### src/rtl/quadrature_position_tracker.sv
// rtl/quadrature_position_tracker.sv - hysteresis I/Q comparator, quadrature decoder and AXIS position stream.
// Stage 1 squares up each channel; stage 2 decodes the Gray state into a signed position.
module quadrature_position_tracker #(
  parameter int AXIS_TDATA_WIDTH = 32,
  parameter int POSITION_WIDTH   = 32,
  parameter int ERR_WIDTH        = 16,
  parameter bit SATURATE         = 1'b0
) (
  input  logic                          SYS_aclk,
  input  logic                          SYS_reset,
  input  logic [AXIS_TDATA_WIDTH/2-1:0] FC_lower_threshold,
  input  logic [AXIS_TDATA_WIDTH/2-1:0] FC_upper_threshold,
  input  logic [1:0]                    FC_mode,
  input  logic                          FC_clear,
  input  logic                          S_AXIS_tvalid,
  input  logic [AXIS_TDATA_WIDTH-1:0]   S_AXIS_tdata,
  output logic                          S_AXIS_tready,
  input  logic                          M_AXIS_tready,
  output logic                          M_AXIS_tvalid,
  output logic [POSITION_WIDTH-1:0]     M_AXIS_tdata,
  output logic [ERR_WIDTH-1:0]          ERR_count,
  output logic                          ERR_drop
);

  localparam int HW = AXIS_TDATA_WIDTH / 2;
  localparam logic [POSITION_WIDTH-1:0] POS_ONE = {{(POSITION_WIDTH-1){1'b0}}, 1'b1};
  localparam logic [POSITION_WIDTH-1:0] POS_MAX = {1'b0, {(POSITION_WIDTH-1){1'b1}}};
  localparam logic [POSITION_WIDTH-1:0] POS_MIN = {1'b1, {(POSITION_WIDTH-1){1'b0}}};
  localparam logic [ERR_WIDTH-1:0]      ERR_ONE = {{(ERR_WIDTH-1){1'b0}}, 1'b1};

  typedef enum logic {INIT, TRACK} state_t;

  logic signed [HW:0] a_ext, b_ext, lo_ext, hi_ext;
  logic               a_bit, b_bit, a_dec, b_dec, s1_valid;
  logic [1:0]         s1_mode;
  state_t             state, state_next;
  logic [1:0]         prev, cur, diff;
  logic               fwd, emit, load_prev, cnt_up, cnt_dn, illegal;
  logic [POSITION_WIDTH-1:0] pos, pos_next;
  logic [ERR_WIDTH-1:0]      err;
  logic                      m_valid, drop;

  assign S_AXIS_tready = 1'b1;

  // One extra bit keeps the signed compare exact at the extremes of the sample range.
  assign a_ext  = {S_AXIS_tdata[HW-1], S_AXIS_tdata[HW-1:0]};
  assign b_ext  = {S_AXIS_tdata[2*HW-1], S_AXIS_tdata[2*HW-1:HW]};
  assign lo_ext = {FC_lower_threshold[HW-1], FC_lower_threshold};
  assign hi_ext = {FC_upper_threshold[HW-1], FC_upper_threshold};

  always_ff @(posedge SYS_aclk) begin
    if (SYS_reset) begin
      a_bit <= 1'b0; a_dec <= 1'b0;
      b_bit <= 1'b0; b_dec <= 1'b0;
      s1_valid <= 1'b0;
      s1_mode  <= 2'b00;
    end else begin
      s1_valid <= S_AXIS_tvalid;
      if (S_AXIS_tvalid) begin
        s1_mode <= FC_mode;
        if (a_ext < lo_ext)      begin a_bit <= 1'b0; a_dec <= 1'b1; end
        else if (a_ext > hi_ext) begin a_bit <= 1'b1; a_dec <= 1'b1; end
        if (b_ext < lo_ext)      begin b_bit <= 1'b0; b_dec <= 1'b1; end
        else if (b_ext > hi_ext) begin b_bit <= 1'b1; b_dec <= 1'b1; end
      end
    end
  end

  assign cur  = {a_bit, b_bit};
  assign diff = cur ^ prev;
  assign fwd  = (prev == 2'b00 && cur == 2'b10) || (prev == 2'b10 && cur == 2'b11) ||
                (prev == 2'b11 && cur == 2'b01) || (prev == 2'b01 && cur == 2'b00);

  always_ff @(posedge SYS_aclk) begin
    if (SYS_reset) state <= INIT;
    else           state <= state_next;
  end

  always_comb begin
    state_next = state;
    if (state == INIT && s1_valid && a_dec && b_dec) state_next = TRACK;
  end

  always_comb begin
    emit = 1'b0; load_prev = 1'b0; cnt_up = 1'b0; cnt_dn = 1'b0; illegal = 1'b0;
    case (state)
      INIT: load_prev = s1_valid && a_dec && b_dec;
      TRACK: begin
        if (s1_valid) begin
          emit      = 1'b1;
          load_prev = 1'b1;
          if (diff == 2'b11) illegal = 1'b1;
          else if (diff != 2'b00) begin
            case (s1_mode)
              2'b01: begin
                cnt_up = (prev == 2'b00) && (cur == 2'b10);
                cnt_dn = (prev == 2'b10) && (cur == 2'b00);
              end
              2'b10: begin
                cnt_up = diff[1] && fwd;
                cnt_dn = diff[1] && !fwd;
              end
              default: begin
                cnt_up = fwd;
                cnt_dn = !fwd;
              end
            endcase
          end
        end
      end
      default: ;
    endcase
  end

  always_comb begin
    pos_next = pos;
    if (cnt_up && !(SATURATE && pos == POS_MAX)) pos_next = pos + POS_ONE;
    if (cnt_dn && !(SATURATE && pos == POS_MIN)) pos_next = pos - POS_ONE;
  end

  // Output tdata is the position register itself: every emitted beat carries the newest position.
  always_ff @(posedge SYS_aclk) begin
    if (SYS_reset) begin
      prev    <= 2'b00;
      pos     <= '0;
      err     <= '0;
      drop    <= 1'b0;
      m_valid <= 1'b0;
    end else begin
      if (FC_clear) begin
        pos  <= '0;
        err  <= '0;
        drop <= 1'b0;
        prev <= cur;
      end else begin
        pos <= pos_next;
        if (illegal && err != '1) err <= err + ERR_ONE;
        if (emit && m_valid && !M_AXIS_tready) drop <= 1'b1;
        if (load_prev) prev <= cur;
      end
      if (emit)               m_valid <= 1'b1;
      else if (M_AXIS_tready) m_valid <= 1'b0;
    end
  end

  assign M_AXIS_tvalid = m_valid;
  assign M_AXIS_tdata  = pos;
  assign ERR_count     = err;
  assign ERR_drop      = drop;

endmodule

### config.mk
export PLATFORM = sky130hd
export DESIGN_NAME = quadrature_position_tracker
export DESIGN_NICKNAME = d
export VERILOG_FILES = /design/src/rtl/quadrature_position_tracker.sv
export SDC_FILE = /design/constraint.sdc
export NUM_CORES = 1
export LEC_CHECK = 0
export CAP_MARGIN = 20
export CORE_UTILIZATION = 52
export DETAILED_ROUTE_END_ITERATION = 7
export GPL_TIMING_DRIVEN = 0
export PLACE_DENSITY_LB_ADDON = 0.3
export SETUP_SLACK_MARGIN = 0.3
export SYNTH_ARGS = -nofsm -noshare
export SYNTH_HDL_FRONTEND = slang
export SYNTH_SLANG_ARGS = --single-unit
### constraint.sdc
create_clock -name SYS_aclk -period 5 [get_ports SYS_aclk]
set_input_delay 0.5 -clock SYS_aclk [delete_from_list [all_inputs] [get_ports SYS_aclk]]
set_output_delay 0.5 -clock SYS_aclk [all_outputs]
set_load 0.02 [all_outputs]
# Word-level counts from Yosys, hierarchy flattened
# Index checks and enable logic that the tools add are counted.
[totals]
elab_cells = 90
mem_bits_ro = 0
ff_bits = 60
memories = 0
out_inout_bits = 51
inputBits = 71
latch_bits = 0
ramBits = 0
[op_classes]
n_addsub = 3
div_mod_pow = 0
magnitude_cmp = 4
n_bitwise = 2
n_eq_ne = 10
n_reduce_logical = 31
n_mul = 0
shifts = 0
muxes = 28
[ops]
columns = ["op", "count"]
rows = [
  ["two-way mux 32 bit", 2],
  ["adder 32 x 1 -> 32 bit (second input constant)", 1],
  ["> comparator 16 bit", 2],
  ["< comparator 16 bit", 2],
  ["subtractor 32 x 1 -> 32 bit (second input constant)", 1],
  ["two-way mux 1 bit", 21],
  ["adder 16 x 1 -> 16 bit (second input constant)", 1],
  ["!= test 16 bit (second input constant)", 1],
  ["logical AND 1 bit", 15],
  ["equality test 2 bit (second input constant)", 6],
  ["nonzero test 2 bit", 6],
  ["equality test 2 x 1 -> 1 bit (second input constant)", 3],
  ["case mux 1 bit (2 select lines)", 3],
  ["logical NOT 2 bit", 2],
  ["two-way mux 2 bit", 2],
  ["AND reduction 2 bit", 2],
  ["logical OR 1 bit", 3],
  ["logical NOT 1 bit", 2],
  ["OR reduction 2 bit", 1],
  ["bitwise XOR 2 bit", 1],
  ["NOT 1 bit", 1],
]

# Longest topological paths before layout
# Gate-level depths: netlist (run 1).
[depth]
depth_word = 13
mapped_depth = 16
ltp_nobuf = 15

# Least setup slack after synthesis (run 1)
# Ideal clock, no wire load.
[synth_timing]
kind = "flip-flop to flip-flop"
startpoint = "register b_bit"
endpoint = "register pos[28] (netlist: M_AXIS_tdata[28])"
period_less_slack_ns = 3.933
required_ns = 4.873
setup_slack_ns = 1.067
t_arrival_ns = 3.806
path_stages_with_launch = 15
setup_time_ns = 0.127
n_path_buf = 1
cell_sequence = "dfxtp_1 > buf_2 > xnor2_1 > xnor2_1 > a211oi_4 > and2_1 > ha_1 > a211o_1 > a31o_2 > nand4_1 > a31oi_1 > o31ai_1 > o21bai_1 > xnor2_1 > o21ai_0"
[synth_between]
elab_chain_cells = 13
word_cells_on_any_way = 30
cone_classes = "eq/ne: 4; mux: 11; bitwise: 1; reduce/logical: 14"
[synth_lines]
columns = ["element", "line_no", "text"]
rows = [
  ["start: declaration", "34", "logic a_bit, b_bit, a_dec, b_dec, s1_valid;"],
  ["start signal: assignment", "54", "b_bit <= 1'b0; b_dec <= 1'b0;"],
  ["start signal: assignment", "63", "if (b_ext < lo_ext) begin b_bit <= 1'b0; b_dec <= 1'b1; end"],
  ["start signal: assignment", "64", "else if (b_ext > hi_ext) begin b_bit <= 1'b1; b_dec <= 1'b1; end"],
  ["equality test 2 bit (on tied branches)", "71, 96", ""],
  ["logical AND 1 bit (on tied branches)", "71, 96", ""],
  ["logical OR 1 bit (2 in series)", "71", "assign fwd = (prev == 2'b00 && cur == 2'b10) || (prev == 2'b10 && cur == 2'b11) ||"],
  ["logical OR 1 bit", "72", "(prev == 2'b11 && cur == 2'b01) || (prev == 2'b01 && cur == 2'b00);"],
  ["logical NOT 1 bit", "101, 105", ""],
  ["logical AND 1 bit", "101", "cnt_dn = diff[1] && !fwd;"],
  ["case mux 1 bit (2 select lines)", "94", "case (s1_mode)"],
  ["two-way mux 1 bit", "93", "else if (diff != 2'b00) begin"],
  ["two-way mux 1 bit", "92", "if (diff == 2'b11) illegal = 1'b1;"],
  ["two-way mux 1 bit", "89", "if (s1_valid) begin"],
  ["two-way mux 1 bit", "86", "case (state)"],
  ["two-way mux 32 bit / nonzero test 2 bit (equally long branches)", "--", ""],
  ["end signal: assignment", "136", "pos <= pos_next;"],
  ["end: declaration", "39", "logic [POSITION_WIDTH-1:0] pos, pos_next;"],
]
# Parallel ways exist; a longest one is shown, timed or not.
# A chain may end at the register's enable or synchronous reset.

# Final worst setup path (run 1)
[layout_timing]
startpoint = "register prev[1]"
endpoint = "register pos[29] (netlist: M_AXIS_tdata[29])"
[layout_between]
elab_chain_cells = 13
word_cells_on_any_way = 30
cone_classes = "eq/ne: 4; mux: 11; bitwise: 1; reduce/logical: 14"
[layout_lines]
columns = ["element", "line_no", "text"]
rows = [
  ["start: declaration", "37", "logic [1:0] prev, cur, diff;"],
  ["start signal: assignment", "134", "prev <= cur;"],
  ["start signal: assignment", "139", "if (load_prev) prev <= cur;"],
  ["equality test 2 bit / logical NOT 2 bit (equally long branches)", "71, 97, 96", ""],
  ["logical AND 1 bit (on tied branches)", "71, 96", ""],
  ["logical OR 1 bit (2 in series)", "71", ""],
  ["logical OR 1 bit", "72", ""],
  ["logical NOT 1 bit", "101, 105", ""],
  ["logical AND 1 bit", "101", ""],
  ["case mux 1 bit (2 select lines)", "94", ""],
  ["two-way mux 1 bit", "93", ""],
  ["two-way mux 1 bit", "92", ""],
  ["two-way mux 1 bit", "89", ""],
  ["two-way mux 1 bit", "86", ""],
  ["two-way mux 32 bit / nonzero test 2 bit (equally long branches)", "--", ""],
]
# Parallel ways exist; a longest one is shown, timed or not.

==> results of run 1 <==
## cells by family (layout without fill, tap and decap cells)
| kind of cell | count (synthesis) | in the layout | share of synthesized area |
|---|---|---|---|
| adders and majority gates | 96 | 96 | 0.217 |
| xor gates and xnor gates | 41 | 41 | 0.0644 |
| buffers and inverters | 71 | 207 | 0.0505 |
| DFF | 60 | 60 | 0.215 |
| and+or+nand+nor | 232 | 232 | 0.197 |
| muxes | 6 | 6 | 0.0108 |
| other | 1 | 1 | 0.000672 |
| AOI/OAI and AO/OA | 208 | 208 | 0.245 |
## layer usage
layer	GRT usage	wire length (µm)	vias up
met5	0	0	-
met4	0.0972	332	0
met3	0.0544	750	35
met2	0.517	7730	176
met1	0.314	6580	2726
li1	-	-	2864
## worst paths after layout
kind / end / slack (ns) / from
max reg2reg: M_AXIS_tdata[29] / 0.68 / prev[1]
min reg2reg: M_AXIS_tdata[27] / 0.47 / M_AXIS_tdata[27]
max: M_AXIS_tdata[29] / 0.68 / prev[1]
min: M_AXIS_tdata[27] / 0.47 / M_AXIS_tdata[27]
## state kept, by name, indices dropped and copies added (netlist names)
register       flops
prev               2
ERR_drop           1
s1_valid           1
state              1
M_AXIS_tdata      32
s1_mode            2
ERR_count         16
b_dec              1
a_bit              1
b_bit              1
M_AXIS_tvalid      1
a_dec              1
## layout by cell type, fill, tap and decap left out, types with 4 or more instances in the layout
cell type        count
ha_1                95
nand3_1             23
o21ai_0             34
o21a_1               9
a211oi_1             9
nor4_1               5
mux2i_1              6
o21bai_1             5
inv_1               46
a211o_1              6
nand2b_1             5
o211ai_1             5
clkdlybuf4s50_1    119
xnor2_1             21
nand2_1             76
nor2b_1              8
clkbuf_1            19
nor2_1              59
nor3b_1              4
nor3_1              13
o21ai_1              6
a31oi_1              9
and4_1               6
xor2_1              20
clkbuf_8             9
nand4_1             19
a21oi_1             62
a21o_1              29
dfxtp_1             60
## per-stage QoR
step | total power [mW] | instances | setup slack, ns
3_5_place_dp | 0.736 | 971 | 0.381
6_report | 1.18 | 987 | 0.685
5_1_grt | 1.23 | 987 | 0.404
2_1_floorplan | 0.633 | 715 | 1.07
4_1_cts | 1.18 | 987 | 0.348
3_3_place_gp | 0.725 | 970 | 0.142
## synthesized netlist by cell type, drive strengths merged, types with 2 or more instances
library cell	instances
buf	6
or2	3
a211oi	11
a21oi	62
nand4	19
clkbuf	19
nand2b	5
o21ai	40
and3	3
and2	2
mux2i	6
and4	6
nor2	59
a21boi	3
nor3	13
a211o	6
a21o	29
a311oi	2
o21bai	5
xor2	20
a31o	2
o31a	3
or3	2
nor2b	8
xnor2	21
nand3	23
o31ai	5
o21a	9
nand2	76
o211ai	5
ha	95
nor4	5
o211a	3
a31oi	9
nor3b	4
inv	46
dfxtp	60
or4	2
## power by group through the flow
stage	Combinational (mW)	Sequential [mW]	Clock, mW
4_1_cts	0.238	0.489	0.455
5_1_grt	0.265	0.490	0.476
2_1_floorplan	0.134	0.499	0
3_3_place_gp	0.225	0.500	0
6_report	0.239	0.489	0.453
3_5_place_dp	0.236	0.500	0
## area by class of cell
type | instances | area, µm²
buffer | 25 | 109
clock buffer | 9 | 124
clock inverter | 7 | 75.1
fill | 893 | 3200
inverter | 46 | 173
multi-input combinational | 584 | 4100
sequential | 60 | 1200
tap | 136 | 170
timing repair buffer | 120 | 1220
## worst max-delay path, stage by stage (launching register included)
cell and delay (ns):
dfxtp_1 0.37, xnor2_1 0.37, xnor2_1 0.22, a211oi_4 0.49
and2_2 0.51, ha_1 0.33, a211oi_1 0.36, o211a_1 0.26
o211ai_1 0.14, o21ai_0 0.34, o21ai_1 0.24, or3_1 0.39
a41oi_1 0.21
==> run_results.csv, run 1 <==
group,metric,value,unit
outcome,outcome,"completed",
synthesis,synth-main-ff-cell,"dfxtp_1",
synthesis,syn_area,0.00558,mm²
timing,timing.final.crit_share,0.863,
power_and_ir_drop,p_switching,0.341,mW
timing,timing.hold.ws,0.473,ns
floorplan,die_y,106,µm
clock_tree,insertion_delay,0.35,ns
synthesis,syn-num-nets,882,
global_route,grt_use_total,0.278,
clock_tree,cts_resized,0,
power_and_ir_drop,switching_share,0.289,
placed_design,dp_hpwl,12500,µm
synthesis,ys_async_sr_fraction,0,
timing,tightest_slew,0.580,ns
timing,fin_tns_setup,0,ns
worst_hold_path,min_path_type,"reg -> reg",
power_and_ir_drop,p_per_area,165,mW/mm²
detailed_routing,drt_iter0_drc,268,
detailed_routing,num_vias,5801,
synthesis,yosys.area.top_type,"dfxtp_1",
worst_setup_path,crit_required,5.27,ns
detailed_routing,first_pass_iters,5,
final_layout,area_growth,28.6,%
final_layout,finalInstanceArea,0.00717,mm²
synthesis,ys_seq_area_frac,0.215,
floorplan,num_io_pins,122,
clock_tree,ctsHoldBuffers,0,
clock_tree,root_buffer,"clkbuf_8",
global_route,grt_pass1_wl,25400,µm
global_route,first_global_vias,5744,
floorplan,die-area,0.0111,mm²
power_and_ir_drop,p_comb_frac,0.203,
synthesis,synth_area_per_cell,7.80,µm²
worst_setup_path,reg2reg_depth,12,
clock_tree,clk_path_buf_depth,2,
global_route,grt_overflow,0,
clock_tree,cts_setup_buffers,0,
clock_tree,numCtsBuffers,9,
synthesis,syn_inst,715,
timing,fin_worst_skew,0.0177,ns
power_and_ir_drop,pwr-share-clk,0.383,
clock_tree,clk_pin_slew,0.08,ns
worst_hold_path,hold_path_depth,2,
timing,slew_violations,0,
floorplan,die_w,106,µm
worst_setup_path,worstPathMaxFanout,16,
final_layout,fin_nets,1013,
clock_tree,cts_sinks,60,
run,drv_cap,0,
clock_tree,cts.htree.levels,3,
power_and_ir_drop,internal-power,0.840,mW
timing,max_slew_margin,0.613,
worst_setup_path,start_kind,"flop",
detailed_routing,wirelength,15400,µm
detailed_routing,drtAntennaViolNets,0,
power_and_ir_drop,ir_drop,105,µV
placed_design,gp_routability_congestion,0.919,
power_and_ir_drop,seq_power_share,0.414,
worst_setup_path,worst-setup-path-type,"reg -> reg",
synthesis,ys_types,63,
synthesis,synth_edf_count,0,
floorplan,coreArea,0.0104,mm²
synthesis,ys_warn_count,0,
final_layout,utilization,0.691,
placed_design,portBuffers,119,
worst_setup_path,worstPathArrival,4.58,ns
global_route,grt_max_degree,18,
timing,max_freq,232,MHz
detailed_routing,avgRoutedWirePerCell,15.6,µm
power_and_ir_drop,power.leakage,3.15,nW
floorplan,rows,37,
timing,rsz0062_at_grt,"false",
final_layout,drive_gt1_frac,0.0388,
clock_tree,cts_tree,"built",
timing,hold_viol_final,0,
timing,fin_crit,4.32,ns
global_route,antenna_found_initial,0,
detailed_routing,routed_via_density,5.88,
final_layout,n_antenna_cell,0,
synthesis,synth_top_area_share,0.215,
worst_setup_path,end_kind,"flop",
detailed_routing,drc,0,
floorplan,initial_core_util,0.538,
synthesis,synth_seq_cells,60,
placed_design,placed_area,0.00697,mm²
timing,setup_viol,0,
synthesis,synthTopCellsByArea,"dfxtp_1 (22%), ha_1 (21%), a21oi_1 (5.6%)",
No activity file was read; power rests on OpenSTA's default activity.
==> inputs of run 2 (changes only) <==
CORE_MARGIN = 5   (was not set)
TNS_END_PERCENT = 100   (was not set)
==> run 2 against run 1 <==
Sequential share of layout area down 0.096 points; power up 8.5%; wire length up 4.1%; critical path type unchanged; global-route usage down 3.1 points; non-clock buffer count unchanged; final area up 0.58%; sequential power about the same.
==> run_results.csv, run 2 (synthesized netlist as in run 1, its figures left out) <==
group,metric,value,unit
detailed_routing,first_pass_iters,7,
outcome,outcome,"completed",
final_layout,largest_register_ffs,32,
clock_tree,cts_tree,"built",
timing,slew_violations,0,
detailed_routing,drtAntennaViolNets,0,
floorplan,initial_core_util,0.538,
placed_design,dp_hpwl,13000,µm
final_layout,layout_commonest_cell,"clkdlybuf4s50_1",
global_route,grt_use_total,0.247,
global_route,grt_pass1_wl,26600,µm
floorplan,die_w,114,µm
clock_tree,numCtsBuffers,9,
placed_design,portBuffers,119,
final_layout,n_antenna_cell,0,
timing,fin_worst_skew,0.0147,ns
detailed_routing,drt_iter0_drc,347,
timing,layout_setup_ws,0.692,ns
placed_design,placed_area,0.00697,mm²
floorplan,die_y,114,µm
clock_tree,cts_sinks,60,
placed_design,pre_cts_slack,0.452,ns
power_and_ir_drop,power.leakage,3.17,nW
clock_tree,clk_path_buf_depth,2,
worst_hold_path,min_from,"M_AXIS_tdata[14]",
worst_setup_path,worstPathArrival,4.59,ns
worst_setup_path,reg2reg_from,"s1_mode[0]",
timing,max_freq,232,MHz
worst_setup_path,worstPathMaxFanout,19,
final_layout,drive_gt1_frac,0.0376,
timing,rsz0062_at_grt,"false",
floorplan,num_io_pins,122,
detailed_routing,routed_via_density,5.84,
timing,tightest_slew,0.625,ns
global_route,grt_max_degree,20,
worst_hold_path,min_path_type,"reg -> reg",
final_layout,final_cell_mix,"clkdlybuf4s50_1 (119), ha_1 (95), nand2_1 (76)",
timing,hold_viol_final,0,
power_and_ir_drop,p_per_area,178,mW/mm²
floorplan,die-area,0.0129,mm²
final_layout,multi_input_area,0.00410,mm²
detailed_routing,num_vias,5767,
global_route,grt_overflow,0,
timing,timing.final.crit_share,0.862,
clock_tree,root_buffer,"clkbuf_8",
run,drv_cap,0,
clock_tree,insertion_delay,0.36,ns
timing,fin_crit,4.31,ns
worst_setup_path,r2r_slack,0.69,ns
worst_setup_path,end_kind,"flop",
detailed_routing,drc,0,
worst_hold_path,whs_endpoint,"M_AXIS_tdata[14]",
worst_hold_path,hold_path_depth,2,
floorplan,coreArea,0.0104,mm²
timing,setup_viol,0,
detailed_routing,wirelength,16000,µm
clock_tree,clk_pin_slew,0.07,ns
final_layout,finalInstanceArea,0.00721,mm²
detailed_routing,avgRoutedWirePerCell,16.2,µm
power_and_ir_drop,ir_drop,126,µV
final_layout,area_growth,29.3,%
worst_setup_path,worst-setup-path-type,"reg -> reg",
worst_setup_path,reg2reg_depth,15,
final_layout,nFillCells,885,
timing,fin_tns_setup,0,ns
timing,max_slew_margin,0.583,
clock_tree,cts_setup_buffers,0,
clock_tree,cts.htree.levels,3,
final_layout,ff_latch_area,0.00120,mm²
final_layout,fin_nets,1013,
floorplan,rows,37,
worst_setup_path,start_kind,"flop",
worst_setup_path,crit_required,5.28,ns
global_route,first_global_vias,5836,
placed_design,gp_routability_congestion,0.906,
worst_setup_path,r2r-end,"M_AXIS_tdata[28]",
global_route,antenna_found_initial,0,
==> run 2: changes by cell type in the layout (fill, tap and decap cells not counted) <==
cell | before | now
bufinv_16 | 1 | 3
clkbuf_1 | 19 | 20
clkinv_2 | 2 | 1
clkinv_4 | 3 | 2
inv_6 | 1 | 0
==> run 2: how the worst max path moves through the flow <==
stage          startpoint          endpoint  slack [ns]  depth (start not counted)
6_report       s1_mode[0]  M_AXIS_tdata[28]        0.69                         15
5_1_grt        s1_mode[1]  M_AXIS_tdata[28]        0.31                         16
4_1_cts        s1_mode[0]  M_AXIS_tdata[28]        0.37                         15
3_5_place_dp   s1_mode[0]  M_AXIS_tdata[28]        0.45                         15
2_1_floorplan       b_bit  M_AXIS_tdata[28]        1.07                         14
3_3_place_gp        b_bit  M_AXIS_tdata[29]        0.14                         13
==> run 2: timing repair <==
action | 4_1_cts | 5_1_grt
gates resized for setup | 0 | 2
hold buffers | 0 | 0
endpoints found under the setup margin | 0 | 8
==> run 2: layer usage <==
layer / part of all wire / vias to the layer above / GRT usage
li1: - / 2860 / -
met2: 0.50 / 177 / 0.447
met4: 0.027 / 0 / 0.0921
met3: 0.053 / 35 / 0.0414
met5: 0 / - / 0
met1: 0.42 / 2695 / 0.291
==> run 2: cell type report <==
| cell class | count | share of cell area |
|---|---|---|
| Multi-Input combinational cell | 584 | 0.569 |
| Clock buffer | 10 | 0.0177 |
| Timing Repair Buffer | 120 | 0.169 |
| Tap cell | 136 | 0.0236 |
| Sequential cell | 60 | 0.167 |
| Inverter | 46 | 0.0239 |
| Buffer | 25 | 0.0151 |
| Clock inverter | 6 | 0.0156 |
==> run 2: critical path: stages, from the launching register on <==
cell	delay, ns
dfxtp_1	0.37
ha_1	0.19
nor3b_1	0.26
o21bai_1	0.18
a211oi_4	0.50
and2_2	0.47
buf_16	0.21
ha_1	0.31
a21oi_1	0.27
o211ai_1	0.19
a32oi_1	0.30
a31oi_1	0.23
o31ai_2	0.35
o21bai_1	0.14
xnor2_1	0.13
o21ai_0	0.15
==> run 2: power by group <==
group	leakage [nW]	switching (mW)	internal (mW)	total [mW]
combinational	2.56	0.115	0.123	0.238
sequential	0.485	0.00587	0.484	0.490
clock	0.120	0.221	0.332	0.553
==> run 2: stage by stage <==
stage	hold slack [ns]	power (mW)	utilization	cells
floorplan	0.460	0.633	-	715
global placement	0.449	0.724	0.669	970
detailed placement	0.467	0.736	0.672	971
CTS	0.476	1.28	0.695	987
global route	0.500	1.33	0.695	987
finish	0.473	1.28	0.695	987
